### config.mk
export PLATFORM = sky130hd
export DESIGN_NAME = dprob_scan_ctrl
export DESIGN_NICKNAME = d
export VERILOG_FILES = /design/src/rtl/dprob_scan_ctrl.sv
export SDC_FILE = /design/constraint.sdc
export NUM_CORES = 1
export LEC_CHECK = 0
export ABC_AREA = 1
export BUFFER_PORTS_ARGS = -buffer_cell sky130_fd_sc_hd__buf_2
export CAP_MARGIN = 20
export CORE_AREA = 2 2 92 94
export CTS_CLUSTER_SIZE = 20
export DETAILED_ROUTE_END_ITERATION = 8
export DIE_AREA = 0 0 94 96
export PLACE_DENSITY_LB_ADDON = 0.15
export RECOVER_POWER = 25
export SYNTH_ARGS = -nofsm -noshare
export SYNTH_HDL_FRONTEND = slang
export SYNTH_SLANG_ARGS = --single-unit
### constraint.sdc
create_clock -name clk -period 1.6 [get_ports clk]
set_clock_uncertainty 0.1 [all_clocks]
set_input_delay 0.08 -clock clk [delete_from_list [all_inputs] [get_ports clk]]
set_output_delay 0.08 -clock clk [all_outputs]
set_load 0.1 [all_outputs]
### src/rtl/dprob_scan_ctrl.sv
// Prob-buffer scan sequencer: streams every (set, addr) record into the dprob pipeline
// and latches the frame winner. Optional WAIT watchdog enabled by DPROB_WDOG_EN.
module dprob_scan_ctrl #(
  parameter int ADDR_W  = 8,
  parameter int SET_W   = 3,
  parameter int DATA_W  = 16,
  parameter int MEM_LAT = 1,
  parameter int TIMEOUT = 63
) (
  input  logic                    clk,
  input  logic                    reset,
  input  logic                    start,
  input  logic [ADDR_W-1:0]       last_addr,
  input  logic [SET_W-1:0]        last_set,
  input  logic [DATA_W-1:0]       scale_in,
  output logic                    mem_rd_en,
  output logic [SET_W+ADDR_W-1:0] mem_rd_addr,
  input  logic [3*DATA_W-1:0]     mem_rd_data,
  output logic                    pipe_valid,
  output logic                    pipe_last,
  output logic [ADDR_W-1:0]       pipe_addr,
  output logic [SET_W-1:0]        pipe_set,
  output logic [DATA_W-1:0]       pipe_max,
  output logic [DATA_W-1:0]       pipe_min,
  output logic [DATA_W-1:0]       pipe_sum,
  output logic [DATA_W-1:0]       pipe_scale,
  input  logic                    res_valid,
  input  logic                    res_last,
  input  logic [ADDR_W-1:0]       res_addr,
  input  logic [SET_W-1:0]        res_set,
  output logic                    busy,
  output logic                    done,
  output logic [ADDR_W-1:0]       best_addr,
  output logic [SET_W-1:0]        best_set,
  output logic                    error
);

  if (MEM_LAT < 1 || MEM_LAT > 4 || TIMEOUT < 1 || TIMEOUT > 255) begin : g_bad_param
    $fatal(1, "dprob_scan_ctrl: MEM_LAT or TIMEOUT out of range");
  end

  typedef enum logic [1:0] {IDLE, ISSUE, DRAIN, WAIT} state_t;

  localparam int TAG_W = ADDR_W + SET_W + 2;

  state_t              state_q, state_d;
  logic [ADDR_W-1:0]   addr_q, last_addr_q;
  logic [SET_W-1:0]    set_q, last_set_q;
  logic [DATA_W-1:0]   scale_q;
  logic [TAG_W-1:0]    tag_dly_q [MEM_LAT];
  logic [TAG_W-1:0]    tag_in;
  logic                issue, final_rd, res_done, wdog_expire;

  assign issue    = (state_q == ISSUE);
  assign final_rd = issue && (addr_q == last_addr_q) && (set_q == last_set_q);
  assign res_done = (state_q == WAIT) && res_valid && res_last;
  assign tag_in   = issue ? {final_rd, 1'b1, set_q, addr_q} : '0;

  assign {pipe_last, pipe_valid, pipe_set, pipe_addr} = tag_dly_q[MEM_LAT-1];
  assign pipe_sum    = pipe_valid ? mem_rd_data[3*DATA_W-1:2*DATA_W] : '0;
  assign pipe_min    = pipe_valid ? mem_rd_data[2*DATA_W-1:DATA_W]   : '0;
  assign pipe_max    = pipe_valid ? mem_rd_data[DATA_W-1:0]          : '0;
  assign pipe_scale  = scale_q;
  assign mem_rd_en   = issue;
  assign mem_rd_addr = issue ? {set_q, addr_q} : '0;
  assign busy        = (state_q != IDLE);

  always_ff @(posedge clk) begin
    if (reset) state_q <= IDLE;
    else       state_q <= state_d;
  end

  // DRAIN ends once the final record's tag has reached the output of the delay line.
  always_comb begin
    state_d = state_q;
    unique case (state_q)
      IDLE:  if (start) state_d = ISSUE;
      ISSUE: if (final_rd) state_d = DRAIN;
      DRAIN: if (pipe_last) state_d = WAIT;
      WAIT:  if (res_done || wdog_expire) state_d = IDLE;
      default: state_d = IDLE;
    endcase
  end

  always_ff @(posedge clk) begin
    if (reset) begin
      addr_q      <= '0;
      set_q       <= '0;
      last_addr_q <= '0;
      last_set_q  <= '0;
      scale_q     <= '0;
      best_addr   <= '0;
      best_set    <= '0;
      done        <= 1'b0;
      for (int unsigned i = 0; i < MEM_LAT; i++) tag_dly_q[i] <= '0;
    end else begin
      done         <= res_done || wdog_expire;
      tag_dly_q[0] <= tag_in;
      for (int unsigned i = 1; i < MEM_LAT; i++) tag_dly_q[i] <= tag_dly_q[i-1];
      if (state_q == IDLE && start) begin
        last_addr_q <= last_addr;
        last_set_q  <= last_set;
        scale_q     <= scale_in;
        addr_q      <= '0;
        set_q       <= '0;
      end else if (issue) begin
        if (addr_q == last_addr_q) begin
          addr_q <= '0;
          set_q  <= (set_q == last_set_q) ? '0 : set_q + 1'b1;
        end else begin
          addr_q <= addr_q + 1'b1;
        end
      end
      if (res_done) begin
        best_addr <= res_addr;
        best_set  <= res_set;
      end
    end
  end

`ifdef DPROB_WDOG_EN
  logic [7:0] wdog_q;
  logic       error_q;

  // A same-cycle result beats the timeout so a valid winner is never discarded.
  assign wdog_expire = (state_q == WAIT) && !res_done && (wdog_q == 8'(TIMEOUT - 1));
  assign error       = error_q;

  always_ff @(posedge clk) begin
    if (reset) begin
      wdog_q  <= '0;
      error_q <= 1'b0;
    end else begin
      wdog_q <= (state_q == WAIT) ? wdog_q + 8'd1 : '0;
      if (state_q == IDLE && start) error_q <= 1'b0;
      else if (wdog_expire)         error_q <= 1'b1;
    end
  end
`else
  assign wdog_expire = 1'b0;
  assign error       = 1'b0;
`endif

endmodule
==> results.cfg, run 1 <==
[outcome]
run_status = finished clean

[placement]
dp_hpwl_um = 7477
preCtsSetupSlack_ps = 73.04
io_buffer_count = 192
gp_congestion = 0.8638

[synth]
synthArstFlopShare_pct = 0
synth_area_leaders = dfxtp_1 44%, nor2_1 12%, nand2_1 11%
yosysUniqueCellTypes = 26
synthesis.nets = 534
syn_inst = 436
ys_seq_elements = 65
synthFlopType = dfxtp_1
yosysTopAreaCell = dfxtp_1
synth_area_per_cell_sq_um = 6.767
yosysWarningCount = 0
synth_edf_count = 0
synth_top_area_share_pct = 44.11
synth_area_sq_um = 2950
yosysSeqAreaShare_pct = 44.11

[routing]
wl_um = 10450
num_vias = 3481
wire_per_inst_um = 13.29
drc_errors = 0
drt_iter0_drc = 135
ant_nets = 0
viasPerCell = 4.429
first_pass_iters = 4

[critical_path]
critPathLaunchType = flip-flop
worstSetupEndpointType = primary output
worstPathArrival_ps = 1420
setup.worst_path.class = flip-flop to primary output
reg2reg_depth = 7
critPathRequiredTime_ps = 1420
worst-path-max-fanout = 6

[cells_and_area]
fillers = 609
syn2layout_area_growth_pct = 104.4
final_common_cell = buf_2
final_cell_mix = 130 x buf_2, 94 x nor2_1, 73 x nand2_1
fin_nets = 774
drive_gt1_share_pct = 46.84
diodes = 0

[timing]
fin_ws_ps = 3.523
rsz0062_at_grt = true
slew_violations = 0
hold_slack_ps = 18.62
report.final.hold_viol_count = 0
fin_crit_sh_pct = 99.78
fin_crit_ps = 1596
max_freq_mhz = 626.4
setup_viol = 0

[power_and_ir_drop]
seqPwrFrac_pct = 22.1
p_leak_nw = 2.707
power.density_nw_per_um2 = 1562
intPower_w = 0.004601
sw_frac_of_total_pct = 51.13
switchingPower_w = 0.004815
clkPwrFrac_pct = 17.3
max-vdd-ir-drop_v = 0.001248
power_frac_comb_pct = 60.6

[clocking]
htree_num_levels = 3
numCtsBuffers = 9
cts_buffer_depth = 2
cts.sinks = 65
cts_root_buffer = clkbuf_8
cts.clk_slew.worst_paths_ps = 80
cts_tree = done
clock_latency_ps = 350

[global_routing]
grt_max_degree = 33
grt_pass1_wl_um = 15660
grt_remaining_overflow = 0
grt_usage_pct = 22.10
antenna_found_initial = 0
grt_pass1_vias = 3417

[die]
row_count = 33
dieArea_sq_um = 9024
core-area_sq_um = 8051
ios = 194
die_h_um = 96
die_width_um = 94
start_util_pct = 36.64

[hold_path]
worst_hold_path.num_cells = 3
hp-class = input pin to flip-flop

[job]
maxCapViolations = 0
## cell type report
cell class / count / area (sq um) / area share (%)
Inverter: 78 / 484.2 / 8.031
Timing Repair Buffer: 251 / 2482 / 41.17
Clock inverter: 5 / 85.08 / 1.411
Tap cell: 105 / 131.4 / 2.179
Sequential cell: 65 / 1315 / 21.81
Clock buffer: 11 / 151.4 / 2.511
Multi-Input combinational cell: 271 / 1380 / 22.89
## through the flow
step | power [W] | cell area (sq um) | TNS [ps] | util (%) | instances
final | 0.009416 | 6030 | 0 | 74.89 | 786
after CTS | 0.009274 | 5944 | -0.8347 | 73.83 | 783
after global routing | 0.009820 | 6030 | -516.7 | 74.89 | 786
after global placement | 0.007382 | 5249 | 0 | 65.19 | 723
after floorplan | 0.005931 | 3219 | -1807 | - | 436
after detailed placement | 0.007461 | 5249 | 0 | 65.19 | 723
## sequential cells by signal, summed over array words and instances, names as in the netlist
| name | flops |
|---|---|
| addr_q | 8 |
| best_addr | 8 |
| best_set | 3 |
| done | 1 |
| last_addr_q | 8 |
| last_set_q | 3 |
| pipe_scale | 16 |
| set_q | 3 |
| state_q | 2 |
| tag_dly_q | 13 |
## final timing paths
| path | from | to | slack [ps] |
|---|---|---|---|
| worst min register to register | last_addr_q[1]$_SDFFE_PP0P_ | last_addr_q[1]$_SDFFE_PP0P_ | 380 |
| worst min-delay path | reset | tag_dly_q[0][6]$_SDFF_PP0_ | 20 |
| worst max register to register | state_q[0]$_SDFFE_PP0P_ | set_q[0]$_SDFFE_PP0P_ | 60 |
| worst max-delay path | state_q[1]$_SDFFE_PP0P_ | mem_rd_addr[8] | 4 |
## cell families after synthesis
kind of cell	Yosys count	synth area share [%]
compound gates	51	8.906
buf+inv	100	13.15
simple gates	198	26.59
flops	65	44.11
fa+ha+maj	7	2.968
xor+xnor	14	4.156
other cells	1	0.1271
## power groups by stage
stage / clock (W) / combinational, W / sequential, W
finish: 0.00163 / 0.00570 / 0.00208
global route: 0.00173 / 0.00597 / 0.00212
CTS: 0.00166 / 0.00552 / 0.00210
detailed placement: 0 / 0.00533 / 0.00213
global placement: 0 / 0.00526 / 0.00212
floorplan: 0 / 0.00279 / 0.00314
## timing repair
item | 4_1_cts | 5_1_grt
pin swaps | 0 | 2
gates resized for setup | 10 | 17
setup buffers | 6 | 3
hold endpoints to repair | 38 | 0
hold buffers | 38 | 0
endpoints found under the setup margin | 9 | 45
## synth_stat cells (all sizes together) (3+ instances only)
| library cell | number |
|---|---|
| nand3 | 8 |
| o21ai | 38 |
| clkbuf | 17 |
| dfxtp | 65 |
| nor3 | 3 |
| xor2 | 4 |
| nor2 | 99 |
| a21oi | 11 |
| xnor2 | 10 |
| nand2 | 85 |
| inv | 78 |
| buf | 5 |
| ha | 7 |
## layer usage
metal | global-route usage, % | vias up | share of wire (%)
met4 | 6.643 | 0 | 1.3
li1 | - | 1766 | -
met1 | 23.72 | 1572 | 38
met3 | 7.518 | 10 | 8.0
met2 | 41.01 | 133 | 53
met5 | 0 | - | 0
## critical path, cell delays in order (launching register included)
cell and delay (ps):
dfxtp_2 340, inv_2 50, ha_4 180, buf_8 140
nand2_2 100, clkinvlp_4 100, buf_12 170
Note: power is estimated with default switching activity, not from simulation.
==> run 2: changes to the inputs <==
--- a/config.mk
+++ b/config.mk
@@ -5,13 +5,13 @@
 export SDC_FILE = /design/constraint.sdc
 export NUM_CORES = 1
 export LEC_CHECK = 0
-export ABC_AREA = 1
+export ABC_AREA = 0
 export BUFFER_PORTS_ARGS = -buffer_cell sky130_fd_sc_hd__buf_2
 export CAP_MARGIN = 20
-export CORE_AREA = 2 2 92 94
+export CORE_AREA = 2 2 91 93
 export CTS_CLUSTER_SIZE = 20
 export DETAILED_ROUTE_END_ITERATION = 8
-export DIE_AREA = 0 0 94 96
+export DIE_AREA = 0 0 93 95
 export PLACE_DENSITY_LB_ADDON = 0.15
 export RECOVER_POWER = 25
 export SYNTH_ARGS = -nofsm -noshare
==> run 2 against run 1 <==
  * The run now ends with setup timing left
  * Power down 11%
  * Routed wire length grew 3.8%
  * Utilization increased by 1.8 points
  * Synthesized cell count is 18% lower
  * Critical path type is now flip-flop to flip-flop
  * Critical endpoint is now set_q[2]$_SDFFE_PP0P_
  * Largest power group unchanged
==> results.cfg, run 2 <==
[critical_path]
critPathLaunchType = flip-flop
timing.rr.end = set_q[2]$_SDFFE_PP0P_
worst-path-max-fanout = 4
setup.worst_path.class = flip-flop to flip-flop
worstPathArrival_ps = 2050
reg2reg_from = last_addr_q[2]$_SDFFE_PP0P_
reg2reg_depth = 5
r2r_slack_ps = -280
critPathRequiredTime_ps = 1770
worstSetupEndpointType = flip-flop

[placement]
io_buffer_count = 192
preCtsSetupSlack_ps = -302.9
dp_hpwl_um = 7364
gp_congestion = 0.7970

[clocking]
cts_tree = done
clock_latency_ps = 340
cts_buffer_depth = 2
htree_num_levels = 3
cts_root_buffer = clkbuf_8
numCtsBuffers = 9
cts.sinks = 65
cts.clk_slew.worst_paths_ps = 70

[power_and_ir_drop]
p_leak_nw = 2.777
power.density_nw_per_um2 = 1378
total_power_w = 0.008377
max-vdd-ir-drop_v = 0.0008897

[synth]
yosysWarningCount = 0
synth_edf_count = 0
synth_top_area_share_pct = 44.62
yosysSeqAreaShare_pct = 44.62
ys_seq_elements = 65
synthFlopType = dfxtp_1
yosysUniqueCellTypes = 30
ys_top_cells_by_count = 87 x nand2_1, 69 x and2_1, 65 x dfxtp_1
synthesis.nets = 455
syn_inst = 357
yosysMostFrequentCell = nand2_1
synth_area_sq_um = 2917
synth_area_leaders = dfxtp_1 45%, and2_1 15%, nand2_1 11%
synthArstFlopShare_pct = 0
synth_area_per_cell_sq_um = 8.170
yosysTopAreaCell = dfxtp_1

[die]
core-area_sq_um = 7928
dieArea_sq_um = 8835
start_util_pct = 36.79
die_width_um = 93
die_h_um = 95
ios = 194
row_count = 33

[hold_path]
worstHoldEndpoint = addr_q[5]$_SDFFE_PP0N_
hold_start = start
hp-class = input pin to flip-flop
worst_hold_path.num_cells = 4

[global_routing]
grt_max_degree = 50
antenna_found_initial = 0
grt_usage_pct = 24.25
grt_remaining_overflow = 0
grt_pass1_wl_um = 16480
grt_pass1_vias = 3361

[routing]
wire_per_inst_um = 14.80
ant_nets = 0
wl_um = 10850
first_pass_iters = 4
viasPerCell = 4.662
num_vias = 3417
drc_errors = 0
drt_iter0_drc = 93

[cells_and_area]
final_cell_mix = 97 x buf_2, 86 x nand2_1, 62 x buf_12
diodes = 0
drive_gt1_share_pct = 55.73
fin_nets = 721
final_common_cell = buf_2
largest_register_ffs = 16
syn2layout_area_growth_pct = 108.4

[outcome]
run_status = complete, but fails checks
violations = setup timing

[timing]
report.final.hold_viol_count = 0
max_freq_mhz = 531.7
max-slew-margin-rel_pct = 62.66
rsz0062_at_grt = true
worstMarginPinSlew_ps = 562.5
hold_slack_ps = 68.34
slew_violations = 0
setup_viol = 24
fin_crit_ps = 1881
fin_ws_ps = -280.7
fin_crit_sh_pct = 117.5

[job]
maxCapViolations = 0
## run 2: kinds of logic (layout without fill, tap and decap cells)
family	count (synthesis)	count (layout)	share of synthesized area, %
XOR/XNOR	17	17	5.105
buffers and inverters	27	298	4.376
other	1	1	0.1286
multiplexers	1	1	0.3432
adder cells (fa/ha/maj)	7	7	3.003
AND/OR/NAND/NOR	192	192	34.02
AO/OA/AOI/OAI	47	47	8.409
flip-flops	65	65	44.62
## run 2: per-stage QoR
step / area [sq um] / instances / util [%] / TNS, ps
CTS: 6010 / 730 / 75.80 / -3790
floorplan: 3142 / 357 / - / -8585
finish: 6077 / 733 / 76.66 / -2904
global placement: 5290 / 667 / 66.73 / -1311
detailed placement: 5290 / 667 / 66.73 / -1907
global route: 6077 / 733 / 76.66 / -4181
## run 2: power breakdown
part	total (W)	internal, W	switching (W)
combinational	0.00520	0.00189	0.00331
sequential	0.00194	0.00180	0.000144
clock	0.00123	0.000600	0.000631
total	0.00838	0.00429	0.00409
## run 2: per-layer routing
metal  up-vias  share of wire [%]  GRT usage, %
li1       1670                  -             -
met1      1573                 38         26.17
met2       157                 53         45.53
met3        17                7.6         6.784
met4         0                1.9         8.088
met5         -                  0             0
## run 2: worst max-delay path, stage by stage (launching register included)
cell     delay (ps)
dfxtp_2         340
xor2_2          190
nor4_4          420
nand3_4         130
or4b_1          480
a21oi_1         140
## run 2: repair_timing
action,4_1_cts,5_1_grt
pin swaps,18,14
hold buffers,39,0
gates resized for setup,29,11
endpoints found under the hold margin,39,0
setup endpoints to repair,33,102
setup buffers,9,5
## run 2: worst max path at each step
stage	start	endpoint	slack [ps]	depth (start not counted)
finish	last_addr_q[2]$_SDFFE_PP0P_	set_q[2]$_SDFFE_PP0P_	-280	5
global route	last_addr_q[2]$_SDFFE_PP0P_	set_q[2]$_SDFFE_PP0P_	-350	5
CTS	state_q[0]$_SDFFE_PP0P_	state_q[0]$_SDFFE_PP0P_	-290	6
detailed placement	state_q[0]$_SDFFE_PP0P_	state_q[0]$_SDFFE_PP0P_	-300	6
global placement	state_q[0]$_SDFFE_PP0P_	state_q[0]$_SDFFE_PP0P_	-210	6
floorplan	state_q[1]$_SDFFE_PP0P_	addr_q[7]$_SDFFE_PP0N_	-270	8
## run 2: layout make-up
type,count,area [sq um]
Clock buffer,11,141.4
Fill cell,553,1851
Tap cell,105,131.4
Multi-Input combinational cell,265,1745
Timing Repair Buffer,276,2679
Inverter,6,31.28
Clock inverter,5,30.03
Sequential cell,65,1319
